===== src/rtl/rf_dispatch_controller_pkg.sv =====
// rtl/rf_dispatch_controller_pkg.sv - shared frontend uop kinds and dispatch FSM states
//
// Purpose: constants shared between decode and the register-file dispatch
//          controller. Holds the uop kind encodings and the dispatch FSM
//          state encoding.
// Ports:   none (package).
package rf_dispatch_controller_pkg;

  localparam int unsigned UOP_COMMAND_KIND_NOP  = 0;
  localparam int unsigned UOP_COMMAND_KIND_IMM  = 1;
  localparam int unsigned UOP_COMMAND_KIND_COPY = 2;
  localparam int unsigned UOP_COMMAND_KIND_ALU  = 3;

  typedef enum logic {
    DISPATCH_IDLE  = 1'b0,
    DISPATCH_ISSUE = 1'b1
  } dispatch_state_e;

endpackage


===== src/rtl/rf_dispatch_controller_rr_arbiter.sv =====
// rtl/rf_dispatch_controller_rr_arbiter.sv - round-robin one-hot grant over EU ready lines
//
// Purpose: picks the first ready EU starting at the round-robin pointer and
//          wrapping upward; grant is all zero when nothing is ready.
// Ports:
//   ready  in  N      per-EU ready
//   ptr    in  PTR_W  search start index
//   grant  out N      one-hot grant (or zero)
module dispatch_rr_arbiter
  import rf_dispatch_controller_pkg::*;
#(
  parameter int N     = 2,
  parameter int PTR_W = 1
) (
  input  logic [N-1:0]     ready,
  input  logic [PTR_W-1:0] ptr,
  output logic [N-1:0]     grant
);

  logic found;

  always_comb begin
    grant = '0;
    found = 1'b0;
    for (int off = 0; off < N; off++) begin
      if (!found && ready[(int'(ptr) + off) % N]) begin
        grant[(int'(ptr) + off) % N] = 1'b1;
        found = 1'b1;
      end
    end
  end

endmodule


===== src/rtl/rf_dispatch_controller.sv =====
// rtl/rf_dispatch_controller.sv - register file with CDB snoop and round-robin ALU uop dispatch
//
// Purpose: holds architectural registers as {value, valid} (value is a
//          pending CDB tag when valid=0), executes IMM/COPY locally and
//          dispatches ALU uops to one of EU_COUNT execution units.
// Ports:
//   clk, rst                          clock, async active-high reset
//   cdb_in_valid/tag/data             result broadcast snooped by regs and hold operands
//   cmd_valid/cmd_ready               uop handshake from decode
//   cmd_kind/cmd_op1/cmd_op2          uop fields
//   eu_issue_valid/eu_issue_ready     one-hot issue handshake per EU
//   eu_result_tag                     tag each EU assigns to an accepted uop
//   eu_op_a/b_data, eu_op_a/b_valid   shared operand bus (data or pending tag)
module rf_dispatch_controller
  import rf_dispatch_controller_pkg::*;
#(
  parameter int REGISTER_COUNT    = 8,
  parameter int DATA_WIDTH        = 4,
  parameter int CDB_TAG_WIDTH     = 4,
  parameter int UOP_COMMAND_WIDTH = 3,
  parameter int EU_COUNT          = 2
) (
  input  logic                                 clk,
  input  logic                                 rst,
  input  logic                                 cdb_in_valid,
  input  logic [CDB_TAG_WIDTH-1:0]             cdb_in_tag,
  input  logic [DATA_WIDTH-1:0]                cdb_in_data,
  input  logic                                 cmd_valid,
  output logic                                 cmd_ready,
  input  logic [UOP_COMMAND_WIDTH-1:0]         cmd_kind,
  input  logic [$clog2(REGISTER_COUNT)-1:0]    cmd_op1,
  input  logic [((DATA_WIDTH > $clog2(REGISTER_COUNT)) ? DATA_WIDTH : $clog2(REGISTER_COUNT))-1:0] cmd_op2,
  output logic [EU_COUNT-1:0]                  eu_issue_valid,
  input  logic [EU_COUNT-1:0]                  eu_issue_ready,
  input  logic [EU_COUNT*CDB_TAG_WIDTH-1:0]    eu_result_tag,
  output logic [DATA_WIDTH-1:0]                eu_op_a_data,
  output logic [DATA_WIDTH-1:0]                eu_op_b_data,
  output logic                                 eu_op_a_valid,
  output logic                                 eu_op_b_valid
);

  localparam int IDX_W = $clog2(REGISTER_COUNT);
  localparam int PTR_W = (EU_COUNT > 1) ? $clog2(EU_COUNT) : 1;

  typedef struct packed {
    logic [DATA_WIDTH-1:0] value;
    logic                  valid;
  } rf_entry_t;

  rf_entry_t       rf_q     [REGISTER_COUNT];
  rf_entry_t       rf_d     [REGISTER_COUNT];
  rf_entry_t       rf_snoop [REGISTER_COUNT];
  rf_entry_t       hold_a_q, hold_a_d;
  rf_entry_t       hold_b_q, hold_b_d;
  rf_entry_t       src_a, src_b;
  dispatch_state_e state_q, state_d;
  logic [PTR_W-1:0] ptr_q, ptr_d;

  logic [EU_COUNT-1:0]      grant;
  logic [CDB_TAG_WIDTH-1:0] grant_tag;
  logic [PTR_W-1:0]         grant_next_ptr;
  logic [DATA_WIDTH-1:0]    cdb_tag_ext;
  logic [IDX_W-1:0]         op2_idx;
  logic                     issuing;

  assign cdb_tag_ext = DATA_WIDTH'(cdb_in_tag);
  assign op2_idx     = cmd_op2[IDX_W-1:0];
  assign issuing     = (state_q == DISPATCH_ISSUE);

  // An entry waiting on a tag resolves when the CDB broadcasts that tag.
  function automatic rf_entry_t snoop(input rf_entry_t e);
    if (cdb_in_valid && !e.valid && (e.value == cdb_tag_ext))
      return {cdb_in_data, 1'b1};
    return e;
  endfunction

  // Snooped view doubles as the same-cycle bypass for COPY/ALU reads.
  always_comb begin
    for (int r = 0; r < REGISTER_COUNT; r++) rf_snoop[r] = snoop(rf_q[r]);
  end

  assign src_a = rf_snoop[cmd_op1];
  assign src_b = rf_snoop[op2_idx];

  dispatch_rr_arbiter #(
    .N     (EU_COUNT),
    .PTR_W (PTR_W)
  ) u_arb (
    .ready (eu_issue_ready),
    .ptr   (ptr_q),
    .grant (grant)
  );

  always_comb begin
    grant_tag      = '0;
    grant_next_ptr = '0;
    for (int i = 0; i < EU_COUNT; i++) begin
      if (grant[i]) begin
        grant_tag      = eu_result_tag[i*CDB_TAG_WIDTH +: CDB_TAG_WIDTH];
        grant_next_ptr = PTR_W'((i + 1) % EU_COUNT);
      end
    end
  end

  // Write-port updates are applied after the snoop defaults so they win collisions.
  always_comb begin
    for (int r = 0; r < REGISTER_COUNT; r++) rf_d[r] = rf_snoop[r];
    hold_a_d = snoop(hold_a_q);
    hold_b_d = snoop(hold_b_q);
    state_d  = state_q;
    ptr_d    = ptr_q;
    if (state_q == DISPATCH_IDLE) begin
      if (cmd_valid) begin
        if (cmd_kind == UOP_COMMAND_WIDTH'(UOP_COMMAND_KIND_IMM)) begin
          rf_d[0] = {cmd_op2[DATA_WIDTH-1:0], 1'b1};
        end else if (cmd_kind == UOP_COMMAND_WIDTH'(UOP_COMMAND_KIND_COPY)) begin
          rf_d[op2_idx] = src_a;
        end else if (cmd_kind == UOP_COMMAND_WIDTH'(UOP_COMMAND_KIND_ALU)) begin
          hold_a_d = src_a;
          hold_b_d = src_b;
          state_d  = DISPATCH_ISSUE;
        end
      end
    end else if (|grant) begin
      // grant is already masked by ready, so any bit set is a transfer.
      rf_d[0] = {DATA_WIDTH'(grant_tag), 1'b0};
      ptr_d   = grant_next_ptr;
      state_d = DISPATCH_IDLE;
    end
  end

  always_ff @(posedge clk or posedge rst) begin
    if (rst) begin
      for (int r = 0; r < REGISTER_COUNT; r++) rf_q[r] <= {{DATA_WIDTH{1'b0}}, 1'b1};
      hold_a_q <= {{DATA_WIDTH{1'b0}}, 1'b1};
      hold_b_q <= {{DATA_WIDTH{1'b0}}, 1'b1};
      state_q  <= DISPATCH_IDLE;
      ptr_q    <= '0;
    end else begin
      for (int r = 0; r < REGISTER_COUNT; r++) rf_q[r] <= rf_d[r];
      hold_a_q <= hold_a_d;
      hold_b_q <= hold_b_d;
      state_q  <= state_d;
      ptr_q    <= ptr_d;
    end
  end

  assign cmd_ready      = (state_q == DISPATCH_IDLE);
  assign eu_issue_valid = issuing ? grant : '0;
  assign eu_op_a_data   = issuing ? hold_a_q.value : '0;
  assign eu_op_a_valid  = issuing ? hold_a_q.valid : 1'b0;
  assign eu_op_b_data   = issuing ? hold_b_q.value : '0;
  assign eu_op_b_valid  = issuing ? hold_b_q.valid : 1'b0;

endmodule


===== config.mk =====
export PLATFORM = sky130hd
export DESIGN_NAME = rf_dispatch_controller
export DESIGN_NICKNAME = d
export VERILOG_FILES = /design/src/rtl/rf_dispatch_controller_pkg.sv /design/src/rtl/rf_dispatch_controller_rr_arbiter.sv /design/src/rtl/rf_dispatch_controller.sv
export SDC_FILE = /design/constraint.sdc
export NUM_CORES = 1
export LEC_CHECK = 0
export ABC_AREA = 1
export CORE_ASPECT_RATIO = 0.6
export CORE_MARGIN = 1
export CORE_UTILIZATION = 45
export DETAILED_ROUTE_END_ITERATION = 8
export PLACE_DENSITY = 0.68
export SETUP_SLACK_MARGIN = 0.1
export SLEW_MARGIN = 40
export SYNTH_ARGS = -nofsm -noshare
export SYNTH_HDL_FRONTEND = slang
export SYNTH_SLANG_ARGS = --single-unit

===== constraint.sdc =====
create_clock -name clk -period 2.7 [get_ports clk]
set_input_delay 0.27 -clock clk [delete_from_list [all_inputs] [get_ports clk]]
set_output_delay 0.27 -clock clk [all_outputs]
set_load 0.02 [all_outputs]

After elaboration in Yosys (flattened, before gate mapping)
Index checks and enable logic that the tools add are counted.
Widths: inputs -> output; s select.
- register bits: 52
- input port bits: 32
- logic and storage cells: 168
- add/subtract/negate cells: 1
- $lt $le $gt $ge: 7
- eq/ne operators: 13
- multiplexer cells: 83
- bitwise operators: 5
- reductions and logical operators: 37
- operators with widths (cell ; number):
    $mux 5 ; 38
    $mux 40 ; 2
    $mux 35 ; 2
    $bwmux 40 ; 1
    $eq 4x4->1 ; 10
    $bmux 5 s3 ; 2
    $mux 1 ; 28
    $logic_and 1x1->1 ; 24
    $mux 4 ; 4
    $demux 5 s3 ; 1
    $logic_not 1->1 ; 11
    $ge 4x4->1 const B ; 2
    $not 3->4 ; 2
    $eq 3x2->1 const B ; 2
    $mux 2 ; 3
    $lt 4x1->1 const B ; 1
    $eq 3x1->1 const B ; 1
    $lt 2x3->1 const B ; 1
    $demux 1 s1 ; 2
    $ge 2x1->1 const B ; 1
    $lt 1x2->1 const B ; 1
    $or 2x2->2 ; 1
    $reduce_and 2->1 ; 1
    $reduce_or 2->1 ; 1
    4 further kinds ; 4

Longest topological paths before layout
- depth after elaboration: 13
- depth in mapped cells: 17

Hierarchy
Synthesis repeated with hierarchy kept, for this count alone.
- cells, all modules: 709
- area, all modules: 4546.9 um^2
- by module, submodules not included (module ; instances ; cells each ; area each (um^2) ; seq. area each (um^2)):
    rf_dispatch_controller ; 1 ; 705 ; 4519.3 ; 1313.8
    dispatch_rr_arbiter ; 1 ; 4 ; 27.5 ; 0.0

Worst setup path before layout
No wires, ideal clock.
- kind: input to register
- start: in cdb_in_tag[2]
- end: reg hold_a_q[2] (netlist bit)
- library setup time: 134 ps
- data arrival time: 1577 ps
- required time: 2566 ps
- path slack: 989 ps
- cell stages on the path: 15
- buffers on the path: 3
- cells stage by stage: buf_4 inv_4 buf_6 nand2_1 nand2_1 nor2_2 nand3_2 nand2_1 nand3_1 nand3_1 nand2_1 nand2_1 and2_4 buf_6 a21oi_2
- RTL lines (what ; RTL line ; text):
    from (decl) ; rf_dispatch_controller.sv:26 ; input logic [CDB_TAG_WIDTH-1:0] cdb_in_tag,
    to (signal assigned) ; rf_dispatch_controller.sv:135 ; hold_a_q <= {{DATA_WIDTH{1'b0}}, 1'b1};
    to (signal assigned) ; rf_dispatch_controller.sv:141 ; hold_a_q <= hold_a_d;
    to (decl) ; rf_dispatch_controller.sv:53 ; rf_entry_t hold_a_q, hold_a_d;

Worst setup path after layout
- start: reg state_q, in the netlist issuing
- end: out eu_issue_valid[1]
- longest elaborated chain between the ends: 1
- RTL lines (what ; RTL line ; text):
    from (decl) ; rf_dispatch_controller.sv:56 ; dispatch_state_e state_q, state_d;
    from (signal assigned) ; rf_dispatch_controller.sv:143 ; state_q <= state_d;
    $mux 2 ; rf_dispatch_controller.sv:149 ; assign eu_issue_valid = issuing ? grant : '0;
    to (decl) ; rf_dispatch_controller.sv:33 ; output logic [EU_COUNT-1:0] eu_issue_valid,
No other way between the ends.

==> results by group <==
Clock tree
  – Clock Root Buffer: clkbuf_16
  – Setup Fix Bufs, Post-CTS: 0
  – Clk buf depth: 2
  – Post-CTS sizing: 0
  – Sink Count: 52
  – Clock Latency Late Sink: around 300 ps
  – H-Tree Depth: 2
  – Reg clk slew, reported paths: 80 ps
  – Hold_buf cts: 0
  – CTS tree: yes
  – CTS buffer count: 5

Synth
  – Syn Inst Count: 732
  – Flops & latches, synth: 52
  – Netlist cell types: 40
  – Area contributors post-synth: dfrtp_1 23%, nand2_1 20%, nand3_1 8.3%
  – Main synth FF type: dfrtp_1
  – Post-Syn Area: 4634 sq um
  – Asr flop ratio synth: 100.0%
  – Area leader, netlist: dfrtp_1
  – Syn avg cell area: 6.331 sq um
  – Register area share after synthesis: ~28%
  – Area share of the largest cell type after synthesis: 22.68%
  – Most instantiated cells after synthesis: 247 x nand2_1, 86 x inv_1, 77 x nand3_1, 48 x nor2_1, 42 x dfrtp_1
  – Most frequent cell after synthesis: nand2_1
  – Mapped Nets: 764
  – Synth Warn #: 0
  – Post-synth EDFFs: 0

Job
  – Max-cap violations: 0

Pwr
  – Pwr/cell area: 710.9 nW/um^2
  – Switching share of power: 45.04%
  – Sequential group share of total power: 33.9%
  – Peak VDD IR: 0.0003096 V
  – Internal power: 0.002162 W
  – Clock Power Share: 19.4%
  – Comb power frac: 46.7%
  – NetSw: 0.001772 W
  – Overall power: 0.003934 W
  – P_leak: 2.803 nW

STA
  – Slew HR: 52.17%
  – Post-Route Setup TNS: 0 ps
  – Ratio of final minimum period to clock period: between 90% and 100%
  – Clock skew: 11.90 ps
  – Worst slew pin tran: 715.1 ps
  – Worst Hold Margin: 206.9 ps
  – Final setup vio count: 0
  – Final hold violation count: 0
  – Fin. max-slew vios: 0
  – Clock period minus worst slack: 2445 ps
  – Fmax: 408.9 MHz
  – Unrepaired setup endpoints after global routing: no

Critical path
  – Crit Path Category: reg -> out
  – Cell family with the largest share of critical-path delay: buffers and inverters
  – Slowest CP cell: dfrtp_1
  – Crit-path max cell delay: around 670 ps
  – CP startpoint kind: flop
  – Crit-path max FO: 15
  – Critical Path Sink Type: output port
  – Buffer and inverter count on the worst path: 2
  – Crit path arrival time: 2180 ps
  – CP Cell Sequence: inv_1 > nor2_1 > clkdlybuf4s50_1
  – Worst Path Required: 2430 ps

Layout
  – Area grow syn2layout: 19.41%
  – ANT cells: 0
  – Final Util: about 56%
  – Fillers: 970
  – NumNets Final: 826
  – Share of layout cells above drive strength 1: 14.59%

Global route
  – Vias in the first global route: 4,740
  – Initial antenna violation count: 0
  – Gr usage total: a little over a third
  – Grt ovf: 0
  – First-pass GRT wire length: 27,580 microns
  – Largest net degree at the start of global routing: 27

Die
  – Die ar.: ~11,000 sq um
  – IO Pins: 45
  – Site Rows: 28
  – Core area: 9915 sq um
  – Initial Utilization: 46.74%
  – Die Y: 80.61 microns
  – Chip Width: 133.0 microns

Place
  – DP HPWL: 14,130 microns
  – Placer Congestion: 1.012
  – Buffers on Ports: 44

Worst hold path
  – Min-delay worst type: in -> async

Detailed routing
  – DRC: 0
  – Final antenna-violating net count: 0
  – Pre-antenna DRT Iters: 5
  – Vias per cell: 5.746
  – Wire length per cell: 19.61 microns
  – Final WL: 18,240 microns
  – Initial DRC Count: 605
  – Via total after detailed routing: 5,344

Outcome
  – Status: completed
==> layer usage <==
metal	routed length, microns	GRT usage [%]
met1	8563	51.88
met2	6944	46.75
met3	2245	11.36
met4	483	10.80
met5	0	0
==> power groups by stage <==
stage	combinational [W]	sequential (W)	clock, W
4_1_cts	0.00179	0.00132	0.000760
3_3_place_gp	0.00176	0.00133	0
6_report	0.00184	0.00133	0.000763
2_1_floorplan	0.00126	0.00124	0
5_1_grt	0.00202	0.00136	0.000783
3_5_place_dp	0.00178	0.00133	0
==> final timing paths <==
kind                       startpoint                end  slack (ps)  cells after the start
setup / recovery              issuing  eu_issue_valid[1]         250                      3
hold / removal                    rst            rf_q[8]         210                      2
setup reg to reg             rf_q[34]           rf_q[14]         590                     12
hold reg to reg                 ptr_q              ptr_q         560                      2
max in group asynchronous         rst           rf_q[35]        1780                      3
min in group clk                ptr_q              ptr_q         560                      2
==> placed cells by master, fill, tap and decap left out, types with 2 or more instances in the layout <==
master           count
clkbuf_16            5
or2_2                2
o21ai_2             10
nand2_2              5
a21oi_2              6
inv_1               85
o21ai_0             36
a211oi_1             6
nand2_1            247
nand3_1             77
inv_2                4
a22o_1               2
dfrtp_1             42
nor2_1              48
xor2_1               2
nor3_1               3
o21ai_1             29
nor2_4              10
nor2_2               6
dfstp_2             10
a21oi_1             12
o22ai_1              3
nand3_2              7
buf_4               37
o211ai_1            10
clkdlybuf4s50_1     44
nand4_1             26
o221ai_1             3
and2_4               4
==> state kept, by name, summed over array words and instances (netlist names) <==
register and cells:
hold_a_q 5, ptr_q 1, issuing 1, rf_q 40, hold_b_q 5
==> final cells by class <==
| cell class | instances | area (sq um) | share of cell area, % |
|---|---|---|---|
| Clock buffer | 6 | 128.9 | 2.329 |
| Timing Repair Buffer | 82 | 738.2 | 13.34 |
| Clock inverter | 2 | 38.79 | 0.7009 |
| Inverter | 91 | 344.1 | 6.217 |
| Multi-Input combinational cell | 562 | 2801 | 50.62 |
| Sequential cell | 52 | 1314 | 23.74 |
| Tap cell | 135 | 168.9 | 3.052 |
==> metrics by stage <==
step / worst slack [ps] / area (sq um) / std cells
floorplan: 988.6 / 4634 / 732
global placement: 165.0 / 5366 / 922
detailed placement: 174.9 / 5366 / 922
CTS: 285.2 / 5534 / 930
global route: 134.8 / 5534 / 930
finish: 254.5 / 5534 / 930
==> cell families after synthesis <==
group	synth area share [%]
buf+inv	11.20
xor+xnor	0.3780
simple gates	43.55
flops	28.35
compound gates	16.52
Power figures use the tool's default switching activity.
